==> src/rtl/irq_ctrl.sv <==
// irq_ctrl: 8-source edge-triggered interrupt controller with a small
// register interface (MASK, PENDING, VECTOR, SWSET).
// Source 0 has the highest priority. The CPU acknowledges with int_ack.
// The acknowledged source id is captured in VECTOR.
// Optional build macro IRQ_CTRL_SYNC_EN adds a two-flop synchroniser on
// src_in ahead of edge detection. Without it, src_in feeds edge detection directly.
module irq_ctrl (
  input  logic       clk,
  input  logic       rst,
  input  logic [7:0] src_in,
  output logic       irq,
  input  logic       int_ack,
  input  logic       reg_wr,
  input  logic       reg_rd,
  input  logic [1:0] reg_addr,
  input  logic [7:0] reg_din,
  output logic [7:0] reg_dout
);

  localparam logic [1:0] ADDR_MASK  = 2'd0;
  localparam logic [1:0] ADDR_PEND  = 2'd1;
  localparam logic [1:0] ADDR_VEC   = 2'd2;
  localparam logic [1:0] ADDR_SWSET = 2'd3;

  logic [7:0] src_s;
  logic [7:0] src_q;
  logic [7:0] mask;
  logic [7:0] pending;
  logic [7:0] vector;
  logic [1:0] arm_cnt;
  logic       armed;

  logic [7:0] live;
  logic [7:0] edges;
  logic [7:0] set_bits;
  logic [7:0] clr_bits;
  logic       ack_hit;
  logic [2:0] ack_id;
  logic [7:0] vector_n;
  logic [7:0] pending_n;
  logic [7:0] mask_n;
  logic [7:0] rd_data;

`ifdef IRQ_CTRL_SYNC_EN
  // Edge detection stays blocked until the synchroniser is full.
  // It also stays blocked until src_q has taken one real sample.
  localparam logic [1:0] ARM_CYCLES = 2'd3;

  logic [7:0] sync1;
  logic [7:0] sync2;

  // Two-flop synchroniser on the raw source lines.
  always_ff @(posedge clk) begin
    if (!rst) begin
      sync1 <= '0;
      sync2 <= '0;
    end else begin
      sync1 <= src_in;
      sync2 <= sync1;
    end
  end

  assign src_s = sync2;
`else
  // Only the first post-reset edge is blocked.
  // On that edge src_q loads the live source level.
  localparam logic [1:0] ARM_CYCLES = 2'd1;

  assign src_s = src_in;
`endif

  assign armed = (arm_cnt == ARM_CYCLES);

  // Count post-reset edges until edge detection may be trusted.
  // NOTE: sequential state uses non-blocking assignments.
  //       All flops then update together on the clock edge.
  always_ff @(posedge clk) begin
    if (!rst) begin
      arm_cnt <= '0;
    end else if (!armed) begin
      arm_cnt <= arm_cnt + 2'd1;
    end
  end

  // Next-state logic for PENDING, VECTOR and MASK, and the read-data mux.
  // NOTE: every signal gets a default at the top of the block.
  //       This keeps the block purely combinational (no latches).
  always_comb begin
    live     = pending & mask;
    edges    = armed ? (src_s & ~src_q) : 8'h00;
    set_bits = edges;
    clr_bits = 8'h00;
    ack_hit  = 1'b0;
    ack_id   = 3'd0;
    vector_n = vector;
    mask_n   = mask;
    rd_data  = 8'h00;

    if (reg_wr && reg_addr == ADDR_SWSET) set_bits = set_bits | reg_din;
    if (reg_wr && reg_addr == ADDR_PEND)  clr_bits = reg_din;
    if (reg_wr && reg_addr == ADDR_MASK)  mask_n   = reg_din;

    // Scan downward so the lowest-index live bit is the one that sticks.
    for (int i = 7; i >= 0; i--) begin
      if (live[i]) begin
        ack_hit = 1'b1;
        ack_id  = 3'(i);
      end
    end

    if (int_ack) begin
      if (ack_hit) begin
        vector_n         = {1'b1, 4'b0000, ack_id};
        clr_bits[ack_id] = 1'b1;
      end else begin
        vector_n = 8'h00;
      end
    end

    // Set is applied after clear, so a set wins over a clear of the same bit.
    pending_n = (pending & ~clr_bits) | set_bits;

    // Reads use the current (pre-write) register contents.
    case (reg_addr)
      ADDR_MASK: rd_data = mask;
      ADDR_PEND: rd_data = pending;
      ADDR_VEC:  rd_data = vector;
      default:   rd_data = 8'h00;
    endcase
  end

  // Controller state, registered irq and registered read data.
  always_ff @(posedge clk) begin
    if (!rst) begin
      src_q    <= '0;
      mask     <= '0;
      pending  <= '0;
      vector   <= '0;
      irq      <= 1'b0;
      reg_dout <= '0;
    end else begin
      src_q    <= src_s;
      mask     <= mask_n;
      pending  <= pending_n;
      vector   <= vector_n;
      irq      <= |live;
      reg_dout <= reg_rd ? rd_data : 8'h00;
    end
  end

endmodule

==> config.mk <==
export PLATFORM = sky130hd
export DESIGN_NAME = irq_ctrl
export DESIGN_NICKNAME = d
export VERILOG_FILES = /design/src/rtl/irq_ctrl.sv
export SDC_FILE = /design/constraint.sdc
export NUM_CORES = 1
export LEC_CHECK = 0
export ABC_AREA = 1
export CAP_MARGIN = 20
export CELL_PAD_IN_SITES_DETAIL_PLACEMENT = 0
export CELL_PAD_IN_SITES_GLOBAL_PLACEMENT = 1
export CORE_UTILIZATION = 43
export CTS_CLUSTER_SIZE = 10
export DETAILED_ROUTE_END_ITERATION = 16
export DONT_BUFFER_PORTS = 1
export HOLD_SLACK_MARGIN = 0.02
export PLACE_DENSITY_LB_ADDON = 0.12
export SLEW_MARGIN = 20
export SYNTH_ARGS = -nofsm -noshare
export SYNTH_HDL_FRONTEND = slang
export SYNTH_SLANG_ARGS = --single-unit
==> constraint.sdc <==
create_clock -name clk -period 1.5 [get_ports clk]
set_input_delay 0.15 -clock clk [delete_from_list [all_inputs] [get_ports clk]]
set_output_delay 0.15 -clock clk [all_outputs]
set_load 0.1 [all_outputs]
==> results.py <==
metrics = {
    "sta": {
        "min_period_over_period_pct": 89.67,
        "max_freq_mhz": 743.5,
        "final_hold_viol_count": 0,
        "worst_clock_skew_ps": 5.798,
        "post_route_worst_hold_slack_ps": 26.82,
        "final_max_slew_viol_count": 0,
        "timing.setup.tns_ps": 0,
        "relSlewSlack_pct": 69.29,
        "final_period_minus_worst_setup_slack_ps": 1345,
        "finalSetupViolations": 0,
        "worst_pin_slew_ps": 459.2,
    },
    "critical_path": {
        "timing.critical_path.fanout_max": 8,
        "cpPeakStageDelay_ps": 360,
        "arrival_ps": 1510,
        "sequence_of_cells_on_the_critical_path": "nand2_4 > nand2_2 > inv_2 > nand2_2 > inv_2 > nand3_2 > nor2_1 > nand3_1 > nand2_1 > a21oi_1",
        "worst_path_dominant_cell_family": "simple AND/OR/NAND/NOR gates",
        "cp.buffers_inverters": 2,
        "crit_path_max_delay_cell_type": "sky130_fd_sc_hd__dfxtp_1",
        "worst_r2r_setup_slack_ps": 150,
        "critPathKind": "flop to flop",
        "worst_setup_path_start_kind": "flop",
        "r2r_start": "pending[0]",
        "worstSetupEndpointType": "flop",
        "critPathRequiredTime_ps": 1660,
        "rr_worst_depth": 10,
        "regToRegEndpoint": "pending[7]",
    },
    "floorplanning": {
        "dieWidth_um": 65.48,
        "rows": 22,
        "core_area_sq_um": 3771,
        "floorplan.die.height_um": 65.48,
        "design.portCount": 32,
        "dieArea_sq_um": 4288,
        "start_util_pct": 45.95,
    },
    "clock_network": {
        "cts.sinks": 39,
        "postCtsSetupBuffers": 0,
        "clk_path_buf_depth": 2,
        "ctsHtreeMaxLevel": 2,
        "cts.reportedPaths.clkPinSlew_ps": 70,
        "clock_tree_from_tritoncts": "done",
        "cts-root-buf": "sky130_fd_sc_hd__clkbuf_8",
        "tritoncts.num_buffers": 5,
        "worstSkewPairLatency_ps": 290,
    },
    "logic_synthesis": {
        "seq_area_frac_synth_pct": 45.05,
        "synthesis.area_per_instance_sq_um": 6.932,
        "synth_xor_xnor_area_share_pct": 0,
        "netlist_area_sq_um": 1733,
        "synth.lib_cells_used.distinct": 20,
        "synth_top_family_by_area": "simple AND/OR/NAND/NOR gates",
        "synth_simple_gate_area_share_pct": 32.13,
        "synth-adder-area-share_pct": 0.7220,
        "gate_count_after_technology_mapping": 250,
        "synth_fp_nets": 274,
        "synth-seq-cells": 39,
        "ys_warn_count": 0,
        "post_synth_mux_area_share_pct": 0,
        "compound_cell_area_share_of_the_yosys_netlist_pct": 13.14,
    },
    "placed_design": {
        "dp_hpwl_um": 3000,
        "dp_cells": 304,
        "placement.io_buffers": 0,
        "globalplace.congestion": 0.8725,
        "placed_area_sq_um": 1852,
    },
    "worst_hold_path": {
        "timing.hold.worst_path_depth": 2,
        "min-delay-path-class": "primary input to flop",
        "min_delay_worst_endpoint": "mask[3]",
        "hold_path_startpoint": "reg_din[3]",
    },
    "layout": {
        "final_area_sq_um": 2137,
        "area_growth_syn_to_layout_pct": 23.32,
        "nNetsFinal": 305,
        "layout.core_utilization_pct": 56.67,
        "number_of_inserted_diodes": 0,
        "fin_cells": 330,
        "nFillCells": 363,
        "layout-drive-gt1-share_pct": 12.06,
    },
    "pwr": {
        "irDropWorstVdd_v": 0.0005251,
        "power_per_cell_area_nw_per_um2": 1109,
        "power.leakage_uw": 0.001025,
    },
    "route": {
        "post_route_wl_um": 4320,
        "maxUsedRoutingLayer": "met4",
        "drt-pass1-iter-count": 4,
        "met3RoutedLength_um": 280,
        "wl_met2_um": 1918,
        "vias_per_cell": 4.955,
        "via_count": 1635,
        "met1_wl_um": 2071,
        "post-route-drc-count": 0,
        "ant_nets": 0,
        "detailedRoute.firstIterationViolations": 82,
        "wl_per_cell_um": 13.09,
    },
    "global_route": {
        "wire_length_of_the_first_global_routing_pass_um": 7079,
        "gr-usage-all-layers_pct": 22.28,
        "grt_antenna_before_repair": 0,
        "grt_pass1_vias": 1555,
        "maximum_number_of_pins_on_one_net_before_global_route_repair": 13,
        "overflow": 0,
    },
    "status": {
        "status": "finished, final reports clean",
    },
    "job": {
        "cap_viol_max_count": 0,
    },
}
-- worst max path at each step --
stage                 end  depth (start not counted)       start
5_1_grt        pending[5]                         10  pending[0]
3_5_place_dp   pending[7]                         10  pending[0]
3_3_place_gp   pending[5]                         10  pending[0]
2_1_floorplan  pending[2]                          7  arm_cnt[1]
6_report       pending[7]                         10  pending[0]
4_1_cts        pending[5]                         10  pending[0]
-- worst register-to-register path, delay by kind of cell, from the launching register on --
| kind | cells | cell delay (ps) |
|---|---|---|
| AO/OA/AOI/OAI | 1 | 50 |
| buffers and inverters | 2 | 110 |
| flip-flops | 1 | 360 |
| AND/OR/NAND/NOR | 7 | 700 |
-- per-layer routing --
layer / global-route usage [%] / up-vias
met3: 6.250 / 5
met5: 0 / -
met1: 28.65 / 733
met2: 35.31 / 55
li1: - / 842
met4: 8.152 / 0
-- where the power goes --
part           total, uW  internal, uW  switching (uW)
Combinational        415           163             252
Sequential          1180          1120            57.9
Clock                777           420             358
-- registers in the layout (all words and copies together), names as in the netlist --
signal    flops
arm_cnt       2
irq           1
mask          8
pending       8
reg_dout      8
src_q         8
vector        4
-- cell type report --
type	instances	area, sq um	area share (%)
clock buffers	8	100.1	4.684
inverters	35	131.4	6.148
flip-flops and latches	39	780.7	36.53
repair buffers	29	262.8	12.30
well taps	48	60.06	2.810
multi-input cells	171	802.0	37.53
-- metrics by stage --
stage,setup slack (ps),total power [uW]
5_1_grt,-5.446,2487
3_5_place_dp,161.7,1567
6_report,155.0,2371
3_3_place_gp,146.8,1563
2_1_floorplan,239.8,1493
4_1_cts,149.2,2381
-- cell usage in the layout, fill, tap and decap left out, drive strengths merged --
cell type,n
nand3,14
nor3,2
dlygate4sd3,18
clkbuf,8
a22oi,8
o21ai,12
ha,1
inv,35
dfxtp,39
o21bai,1
nand2,82
a21oi,20
buf,11
nor2,31
-- cell families after synthesis --
kind of cell	after synthesis
compound gates	41
fa+ha+maj	1
buf+inv	40
flops	39
simple gates	129
-- repair_timing --
action                                  in CTS  in global routing
hold endpoints to repair                    21                  0
endpoints found under the setup margin       0                  2
gates resized for setup                      0                  1
hold buffers                                18                  0
-- Yosys cell counts --
library cell               count  area (sq um)
sky130_fd_sc_hd__a21oi_1      20         100.1
sky130_fd_sc_hd__a22oi_1       8         60.06
sky130_fd_sc_hd__buf_2         1         5.000
sky130_fd_sc_hd__buf_4         1         7.510
sky130_fd_sc_hd__clkbuf_1      3         11.26
sky130_fd_sc_hd__dfxtp_1      39         780.8
sky130_fd_sc_hd__ha_1          1         12.51
sky130_fd_sc_hd__inv_1        30         112.6
sky130_fd_sc_hd__inv_2         5         18.77
sky130_fd_sc_hd__nand2_1      76         285.3
sky130_fd_sc_hd__nand2_2       6         37.54
sky130_fd_sc_hd__nand3_1      13         65.06
sky130_fd_sc_hd__nand3_2       1         10.01
sky130_fd_sc_hd__nor2_1       29         108.9
sky130_fd_sc_hd__nor2_2        1         6.260
sky130_fd_sc_hd__nor2_4        1         11.26
sky130_fd_sc_hd__nor3_4        2         32.53
sky130_fd_sc_hd__o21ai_0      11         55.05
sky130_fd_sc_hd__o21ai_1       1         5.000
sky130_fd_sc_hd__o21bai_1      1         7.510
Power figures use the tool's default switching activity.
